===== src/rtl/uart_pkg.sv =====
// Shared UART definitions: FSM state encodings, cfg bit positions and frame
// length decoding used by the TX and RX paths of uart_fifo_core.
package uart_pkg;

  typedef enum logic [2:0] {
    TX_IDLE, TX_START, TX_DATA, TX_PARITY, TX_STOP
  } tx_state_t;

  typedef enum logic [2:0] {
    RX_IDLE, RX_START, RX_DATA, RX_PARITY, RX_STOP
  } rx_state_t;

  localparam int CFG_W       = 5;
  localparam int CFG_LEN_LSB = 0;
  localparam int CFG_LEN_MSB = 1;
  localparam int CFG_PAR_EN  = 2;
  localparam int CFG_PAR_ODD = 3;
  localparam int CFG_STOP2   = 4;

  // Code 0..3 selects 5..8 data bits; never more than the core can hold.
  function automatic logic [3:0] decode_len(input logic [1:0] len_code,
                                            input int unsigned data_max);
    int unsigned n;
    n = 32'd5 + 32'(len_code);
    if (n > data_max) n = data_max;
    return 4'(n);
  endfunction

endpackage


===== src/rtl/uart_rx_fifo.sv =====
// Show-ahead FIFO for received words; head word is presented combinationally
// and reads as zero while empty. A push into a full FIFO is dropped unless a pop
// frees a slot in the same cycle.
module uart_rx_fifo #(
  parameter int WIDTH = 10,
  parameter int DEPTH = 4
) (
  input  logic             clk,
  input  logic             rst,
  input  logic             i_push,
  input  logic [WIDTH-1:0] i_data,
  input  logic             i_pop,
  output logic [WIDTH-1:0] o_data,
  output logic             o_valid,
  output logic             o_overflow
);

  localparam int AW = $clog2(DEPTH);
  localparam logic [AW:0] FULL_CNT = (AW+1)'(DEPTH);

  logic [WIDTH-1:0] r_mem [DEPTH];
  logic [AW-1:0]    r_wr_ptr, r_rd_ptr;
  logic [AW:0]      r_count;
  logic             w_full, w_empty, w_pop, w_push;

  assign w_full     = (r_count == FULL_CNT);
  assign w_empty    = (r_count == '0);
  assign w_pop      = i_pop && !w_empty;
  assign w_push     = i_push && (!w_full || w_pop);
  assign o_overflow = i_push && w_full && !w_pop;
  assign o_valid    = !w_empty;
  assign o_data     = w_empty ? '0 : r_mem[r_rd_ptr];

  always_ff @(posedge clk) begin
    if (w_push) r_mem[r_wr_ptr] <= i_data;
  end

  // Depth is a power of two, so pointer overflow is the modulo wrap.
  always_ff @(posedge clk or posedge rst) begin
    if (rst) begin
      r_wr_ptr <= '0;
      r_rd_ptr <= '0;
      r_count  <= '0;
    end else begin
      if (w_push) r_wr_ptr <= r_wr_ptr + 1'b1;
      if (w_pop)  r_rd_ptr <= r_rd_ptr + 1'b1;
      if (w_push && !w_pop)      r_count <= r_count + 1'b1;
      else if (w_pop && !w_push) r_count <= r_count - 1'b1;
    end
  end

endmodule


===== src/rtl/uart_fifo_core.sv =====
// UART transmitter and oversampling receiver sharing one baud tick generator;
// received words (with parity/framing flags) are queued in uart_rx_fifo.
module uart_fifo_core
  import uart_pkg::*;
#(
  parameter int DATA_MAX  = 8,
  parameter int OVS       = 16,
  parameter int DIV_W     = 16,
  parameter int RXF_DEPTH = 4
) (
  input  logic                clk,
  input  logic                rst,
  input  logic [DIV_W-1:0]    baud_div,
  input  logic [CFG_W-1:0]    cfg,
  input  logic [DATA_MAX-1:0] tx_data,
  input  logic                tx_valid,
  output logic                tx_ready,
  output logic                tx_sn,
  output logic                tx_busy,
  input  logic                rx_sn,
  output logic [DATA_MAX-1:0] rx_data,
  output logic                rx_perr,
  output logic                rx_ferr,
  output logic                rx_valid,
  input  logic                rx_ready,
  output logic                rx_overrun,
  input  logic                err_clr
);

  localparam int TCW = $clog2(OVS);
  localparam logic [TCW-1:0] TICK_LAST = TCW'(OVS - 1);
  localparam logic [TCW-1:0] TICK_MID  = TCW'(OVS / 2 - 1);

  logic [DIV_W-1:0] r_baud_cnt, r_baud_div;
  logic             w_tick;

  // The active divisor is reloaded only at wrap so a change never shortens a tick.
  assign w_tick = (r_baud_cnt == r_baud_div);

  always_ff @(posedge clk or posedge rst) begin
    if (rst) begin
      r_baud_cnt <= '0;
      r_baud_div <= '0;
    end else if (w_tick) begin
      r_baud_cnt <= '0;
      r_baud_div <= baud_div;
    end else begin
      r_baud_cnt <= r_baud_cnt + 1'b1;
    end
  end

  tx_state_t           r_tx_state;
  logic [TCW-1:0]      r_tx_tick;
  logic [3:0]          r_tx_bit, r_tx_len;
  logic [DATA_MAX-1:0] r_tx_shift;
  logic                r_tx_par_en, r_tx_par, r_tx_stop2, r_tx_stop_cnt, r_tx_sn;
  logic [3:0]          w_tx_len_in;
  logic [DATA_MAX-1:0] w_tx_mask, w_rx_bit_sel;
  logic                w_tx_par_in, w_tx_bit_end;

  rx_state_t           r_rx_state;
  logic                r_rx_s1, r_rx_s2;
  logic [TCW-1:0]      r_rx_tick;
  logic [3:0]          r_rx_bit, r_rx_len;
  logic [DATA_MAX-1:0] r_rx_data;
  logic                r_rx_par_en, r_rx_par_odd, r_rx_perr, r_rx_overrun;
  logic                w_rx_sample, w_rx_mid, w_push, w_overflow;
  logic [DATA_MAX+1:0] w_push_word, w_head;

  assign w_tx_len_in = decode_len(cfg[CFG_LEN_MSB:CFG_LEN_LSB], DATA_MAX);

  for (genvar gi = 0; gi < DATA_MAX; gi++) begin : g_bits
    assign w_tx_mask[gi]    = (4'(gi) < w_tx_len_in);
    assign w_rx_bit_sel[gi] = (4'(gi) == r_rx_bit);
  end

  assign w_tx_par_in  = (^(tx_data & w_tx_mask)) ^ cfg[CFG_PAR_ODD];
  assign w_tx_bit_end = w_tick && (r_tx_tick == TICK_LAST);
  assign tx_ready     = (r_tx_state == TX_IDLE);
  assign tx_busy      = (r_tx_state != TX_IDLE);
  assign tx_sn        = r_tx_sn;

  always_ff @(posedge clk or posedge rst) begin
    if (rst) begin
      r_tx_state    <= TX_IDLE;
      r_tx_tick     <= '0;
      r_tx_bit      <= '0;
      r_tx_len      <= '0;
      r_tx_shift    <= '0;
      r_tx_par_en   <= 1'b0;
      r_tx_par      <= 1'b0;
      r_tx_stop2    <= 1'b0;
      r_tx_stop_cnt <= 1'b0;
      r_tx_sn       <= 1'b1;
    end else begin
      if (r_tx_state != TX_IDLE && w_tick)
        r_tx_tick <= w_tx_bit_end ? '0 : r_tx_tick + 1'b1;
      case (r_tx_state)
        TX_IDLE: begin
          r_tx_sn <= 1'b1;
          if (tx_valid) begin
            r_tx_state  <= TX_START;
            r_tx_sn     <= 1'b0;
            r_tx_tick   <= '0;
            r_tx_shift  <= tx_data & w_tx_mask;
            r_tx_len    <= w_tx_len_in;
            r_tx_par    <= w_tx_par_in;
            r_tx_par_en <= cfg[CFG_PAR_EN];
            r_tx_stop2  <= cfg[CFG_STOP2];
          end
        end
        TX_START: if (w_tx_bit_end) begin
          r_tx_state <= TX_DATA;
          r_tx_sn    <= r_tx_shift[0];
          r_tx_bit   <= '0;
        end
        TX_DATA: if (w_tx_bit_end) begin
          if (r_tx_bit == r_tx_len - 4'd1) begin
            r_tx_state    <= r_tx_par_en ? TX_PARITY : TX_STOP;
            r_tx_sn       <= r_tx_par_en ? r_tx_par : 1'b1;
            r_tx_stop_cnt <= 1'b0;
          end else begin
            r_tx_shift <= r_tx_shift >> 1;
            r_tx_sn    <= r_tx_shift[1];
            r_tx_bit   <= r_tx_bit + 4'd1;
          end
        end
        TX_PARITY: if (w_tx_bit_end) begin
          r_tx_state    <= TX_STOP;
          r_tx_sn       <= 1'b1;
          r_tx_stop_cnt <= 1'b0;
        end
        TX_STOP: if (w_tx_bit_end) begin
          if (r_tx_stop2 && !r_tx_stop_cnt) r_tx_stop_cnt <= 1'b1;
          else                              r_tx_state    <= TX_IDLE;
        end
        default: r_tx_state <= TX_IDLE;
      endcase
    end
  end

  assign w_rx_sample = w_tick && (r_rx_tick == TICK_LAST);
  assign w_rx_mid    = w_tick && (r_rx_tick == TICK_MID);
  assign w_push      = (r_rx_state == RX_STOP) && w_rx_sample;
  assign w_push_word = {~r_rx_s2, r_rx_perr, r_rx_data};

  always_ff @(posedge clk or posedge rst) begin
    if (rst) begin
      r_rx_s1      <= 1'b1;
      r_rx_s2      <= 1'b1;
      r_rx_state   <= RX_IDLE;
      r_rx_tick    <= '0;
      r_rx_bit     <= '0;
      r_rx_len     <= '0;
      r_rx_data    <= '0;
      r_rx_par_en  <= 1'b0;
      r_rx_par_odd <= 1'b0;
      r_rx_perr    <= 1'b0;
    end else begin
      r_rx_s1 <= rx_sn;
      r_rx_s2 <= r_rx_s1;
      if (r_rx_state != RX_IDLE && w_tick)
        r_rx_tick <= w_rx_sample ? '0 : r_rx_tick + 1'b1;
      case (r_rx_state)
        RX_IDLE: if (!r_rx_s2) begin
          r_rx_state   <= RX_START;
          r_rx_tick    <= '0;
          r_rx_bit     <= '0;
          r_rx_data    <= '0;
          r_rx_perr    <= 1'b0;
          r_rx_len     <= decode_len(cfg[CFG_LEN_MSB:CFG_LEN_LSB], DATA_MAX);
          r_rx_par_en  <= cfg[CFG_PAR_EN];
          r_rx_par_odd <= cfg[CFG_PAR_ODD];
        end
        // Half-bit check rejects glitches and aligns later samples to bit centres.
        RX_START: if (w_rx_mid) begin
          r_rx_state <= r_rx_s2 ? RX_IDLE : RX_DATA;
          r_rx_tick  <= '0;
        end
        RX_DATA: if (w_rx_sample) begin
          r_rx_data <= r_rx_data | (w_rx_bit_sel & {DATA_MAX{r_rx_s2}});
          if (r_rx_bit == r_rx_len - 4'd1)
            r_rx_state <= r_rx_par_en ? RX_PARITY : RX_STOP;
          else
            r_rx_bit <= r_rx_bit + 4'd1;
        end
        RX_PARITY: if (w_rx_sample) begin
          r_rx_perr  <= (r_rx_s2 != ((^r_rx_data) ^ r_rx_par_odd));
          r_rx_state <= RX_STOP;
        end
        RX_STOP: if (w_rx_sample) r_rx_state <= RX_IDLE;
        default: r_rx_state <= RX_IDLE;
      endcase
    end
  end

  always_ff @(posedge clk or posedge rst) begin
    if (rst)             r_rx_overrun <= 1'b0;
    else if (w_overflow) r_rx_overrun <= 1'b1;
    else if (err_clr)    r_rx_overrun <= 1'b0;
  end

  uart_rx_fifo #(
    .WIDTH (DATA_MAX + 2),
    .DEPTH (RXF_DEPTH)
  ) u_rx_fifo (
    .clk        (clk),
    .rst        (rst),
    .i_push     (w_push),
    .i_data     (w_push_word),
    .i_pop      (rx_ready),
    .o_data     (w_head),
    .o_valid    (rx_valid),
    .o_overflow (w_overflow)
  );

  assign rx_ferr    = w_head[DATA_MAX+1];
  assign rx_perr    = w_head[DATA_MAX];
  assign rx_data    = w_head[DATA_MAX-1:0];
  assign rx_overrun = r_rx_overrun;

endmodule


===== config.mk =====
export PLATFORM = sky130hd
export DESIGN_NAME = uart_fifo_core
export DESIGN_NICKNAME = d
export VERILOG_FILES = /design/src/rtl/uart_pkg.sv /design/src/rtl/uart_rx_fifo.sv /design/src/rtl/uart_fifo_core.sv
export SDC_FILE = /design/constraint.sdc
export NUM_CORES = 1
export LEC_CHECK = 0
export CAP_MARGIN = 20
export CORE_MARGIN = 5
export CORE_UTILIZATION = 30
export CTS_CLUSTER_DIAMETER = 30
export CTS_CLUSTER_SIZE = 28
export DETAILED_ROUTE_END_ITERATION = 6
export GPL_TIMING_DRIVEN = 0
export PLACE_DENSITY_LB_ADDON = 0.25
export SYNTH_ARGS = -nofsm -noshare
export SYNTH_HDL_FRONTEND = slang
export SYNTH_SLANG_ARGS = --single-unit

===== constraint.sdc =====
create_clock -name clk -period 9.9 [get_ports clk]
set_input_delay 2.475 -clock clk [delete_from_list [all_inputs] [get_ports clk]]
set_output_delay 2.475 -clock clk [all_outputs]
set_load 0.05 [all_outputs]

==> run summary <==
Die height - 159 um
Worst Path Required - 7.43 ns
RSZ-0062 raised after global routing - false
Vias in the first global route - 4849
Peak supply drop - 0.104 mV
Layout Cells excl Fill - 972
Post-synth EDFFs - 40
Final HPWL DP - 10200 um
Final WL - 14200 um
Slew margin rel. - 46.4%
Reg-to-Reg Start - r_baud_cnt[7]
Clock Latency Late Sink - 0.42 ns
Fin. Hold Viols - 0
IO Count - 50
First-pass GRT wire length - 24200 um
Post-DR wirelength/cell - 14.6 um
Clock Sinks - 136
Die ar. - 0.0252 mm2
Final Power - 0.00138 W
First drt pass iteration count - 4
Fin Hold WS - 0.359 ns
Crit path to - rx_data[3]
Synthesized net count - 663
Worst setup EP type - primary output
CTS tree - yes
Worst path slowest cell - clkdlybuf4s50_1
# setup viols final - 0
Number of synthesized register bits - 136
Synth async-reset ratio - 70.6%
IO Port Bufs - 49
Cell variety after synth - 60
Cells after Synth - 609
Max incr delay on CP - 0.70 ns
Total track usage - 11.6%
Cts hold-fix bufs - 0
DR vias/cell - 4.76
DR vias - 4631
Max frequency - 185 MHz
Reg clk slew, reported paths - 0.06 ns
Worst setup path class - register to primary output
ANT cells - 0
Share of layout cells above drive strength 1 - 10.1%
R2R Path End - u_rx_fifo.r_count[2]
Root Driver - clkbuf_16
Startpoint Class - register
Synth Area per Inst - 10.9 um2
Flop-to-flop setup slack - 6.84 ns
Starting Density - 30.4%
Final Skew - 0.00775 ns
Die X - 159 um
Fin nets - 733
Hold Crit Class - register to register
Leakage - 3.34 nW
Crit path time final - 5.41 ns
GP Congestion - 0.809
CP cell instances - buf_1 > mux4_2 > and2_1 > clkdlybuf4s50_1
# DRC - 0
Core footprint - 0.0218 mm2
Post-route ant nets - 0
Initial antenna violation count - 0
Clock Path Buffers - 2
Fin. max-slew vios - 0
Seq/Total Area, Yosys - 54.3%
Ys Warns - 0
CP Data Arrival Time - 2.94 ns
Resize count post-CTS - 0
# H-tree levels - 4
Top_reg_cell synth - dfrtp_1
Maxcap violations - 0
Total clock buffers created by CTS - 17
Worst Max-Slew Pin Slew - 0.804 ns
# placed instances - 939
Worst-path maximum fanout - 10
Status - finished clean
FP Rows - 54
DRT iter0 DRCs - 135
CP startpoint - u_rx_fifo.r_rd_ptr[0]
Setup_tns - 0 ns
Synthesized area - 0.00665 mm2
R2R cell count - 11
Crit share post-route - 54.7%
Largest net degree at the start of global routing - 55
Setup Fix Bufs, Post-CTS - 0
Pwr dens - 170 mW/mm2
Syn-to-layout area delta - 22.1%
Global route overflow - 0
-- sequential cells by signal, summed over array words and instances, names as in the netlist, 2 cells and up --
| name | count |
|---|---|
| r_baud_cnt | 16 |
| r_baud_div | 16 |
| r_rx_bit | 4 |
| r_rx_data | 8 |
| r_rx_len | 4 |
| r_rx_state | 3 |
| r_rx_tick | 4 |
| r_tx_bit | 4 |
| r_tx_len | 4 |
| r_tx_shift | 8 |
| r_tx_state | 3 |
| r_tx_tick | 4 |
| u_rx_fifo.r_count | 3 |
| u_rx_fifo.r_mem | 40 |
| u_rx_fifo.r_rd_ptr | 2 |
| u_rx_fifo.r_wr_ptr | 2 |
-- synthesized netlist by cell type (2+ instances only) --
cell | instances | area, um2
mux2_2 | 7 | 78.8
o211ai_1 | 3 | 22.5
buf_2 | 8 | 40.0
dfrtp_1 | 93 | 2330
or4_1 | 2 | 15.0
o21ai_1 | 2 | 10.0
nand4_1 | 2 | 12.5
nor2_1 | 36 | 135
nor3_1 | 7 | 35.0
o22ai_1 | 2 | 12.5
nand3_1 | 22 | 110
o41ai_1 | 2 | 17.5
dfstp_2 | 3 | 78.8
clkbuf_1 | 11 | 41.3
nor3b_1 | 2 | 15.0
inv_1 | 18 | 67.6
ha_1 | 18 | 225
and2_1 | 16 | 100
a32o_1 | 4 | 40.0
o31ai_1 | 8 | 60.1
o21a_1 | 2 | 15.0
xnor2_1 | 32 | 280
nor4_1 | 7 | 43.8
and3_1 | 5 | 31.3
o21ai_0 | 27 | 135
a31oi_1 | 4 | 25.0
mux2_1 | 7 | 78.8
edfxtp_1 | 40 | 1200
a21oi_1 | 14 | 70.1
nand2b_1 | 3 | 18.8
or3_1 | 9 | 56.3
buf_1 | 2 | 7.51
xor2_1 | 33 | 289
nand2_1 | 116 | 435
mux4_2 | 10 | 225
nor2b_1 | 7 | 43.8
and4_1 | 2 | 17.5
-- critical path: cells and delay by family (launching register included) --
family                 cells  cell delay, ns
buffers and inverters      2            1.33
multiplexers               1            0.60
flip-flops                 1            0.41
AND/OR/NAND/NOR            1            0.17
-- power breakdown --
group	internal [W]	total (W)	switching, W	leakage [nW]
registers	0.000590	0.000603	0.0000135	1.62
logic	0.0000665	0.000142	0.0000752	1.44
clock network	0.000376	0.000635	0.000259	0.283
-- cells in the final DEF (no fill, tap or decap), types with 5 or more instances in the layout --
cell	netlist	routed
and3_1	5	5
ha_1	18	18
inv_1	18	17
o21ai_0	27	27
buf_2	8	8
nand2_1	116	116
a21oi_1	14	14
xnor2_1	32	32
xor2_1	33	33
mux2_2	7	7
nor3_1	7	7
nor2b_1	7	7
and2_1	16	16
nor2_1	36	36
nand3_1	22	22
edfxtp_1	40	40
mux2_1	7	7
clkdlybuf4s50_1	0	49
nor4_1	7	7
clkbuf_1	11	11
o31ai_1	8	8
mux4_2	10	10
or3_1	9	9
clkbuf_16	0	17
dfrtp_1	93	93
-- kinds of logic (layout without fill, tap and decap cells) --
group                    Yosys count  in the layout  synth area share, %
AO/OA/AOI/OAI                     78             78                 7.57
flip-flops                       136            136                 54.3
XOR/XNOR                          66             66                 8.92
adder cells (fa/ha/maj)           19             19                 3.69
buffers and inverters             41            124                 2.58
AND/OR/NAND/NOR                  245            245                 17.2
multiplexers                      24             24                 5.76
-- layout make-up --
cell class	count	area, um2
well taps	280	350
fillers	2169	13700
repair buffers	51	523
clock buffers	17	425
flip-flops and latches	136	3610
plain buffers	22	100
clock inverters	15	169
inverters	19	73.8
multi-input cells	432	2870
-- worst min-delay path by stage --
stage / slack [ns] / from / cells after the start / end
global placement: 0.35 / r_rx_s1 / 0 / r_rx_s2
finish: 0.36 / r_rx_s1 / 0 / r_rx_s2
detailed placement: 0.35 / r_rx_s1 / 0 / r_rx_s2
floorplan: 0.35 / r_rx_s1 / 0 / r_rx_s2
CTS: 0.36 / r_rx_s1 / 0 / r_rx_s2
global route: 0.37 / r_rx_s1 / 0 / r_rx_s2
-- metal layers --
metal / wire [um] / track usage, % / vias to the layer above
li1: - / - / 2253
met1: 6550 / 14.7 / 2296
met2: 7050 / 19.6 / 73
met3: 557 / 3.47 / 9
met4: 76 / 2.62 / 0
met5: 0 / 0 / -
-- through the flow --
| stage | setup WS [ns] | area, um2 | util [%] |
|---|---|---|---|
| 3_3_place_gp | 3.24 | 7490 | 34.3 |
| 2_1_floorplan | 4.92 | 6650 | - |
| 6_report | 4.49 | 8120 | 37.2 |
| 3_5_place_dp | 4.83 | 7520 | 34.4 |
| 4_1_cts | 4.36 | 8110 | 37.2 |
| 5_1_grt | 4.25 | 8120 | 37.2 |
No activity file was read; power rests on OpenSTA's default activity.
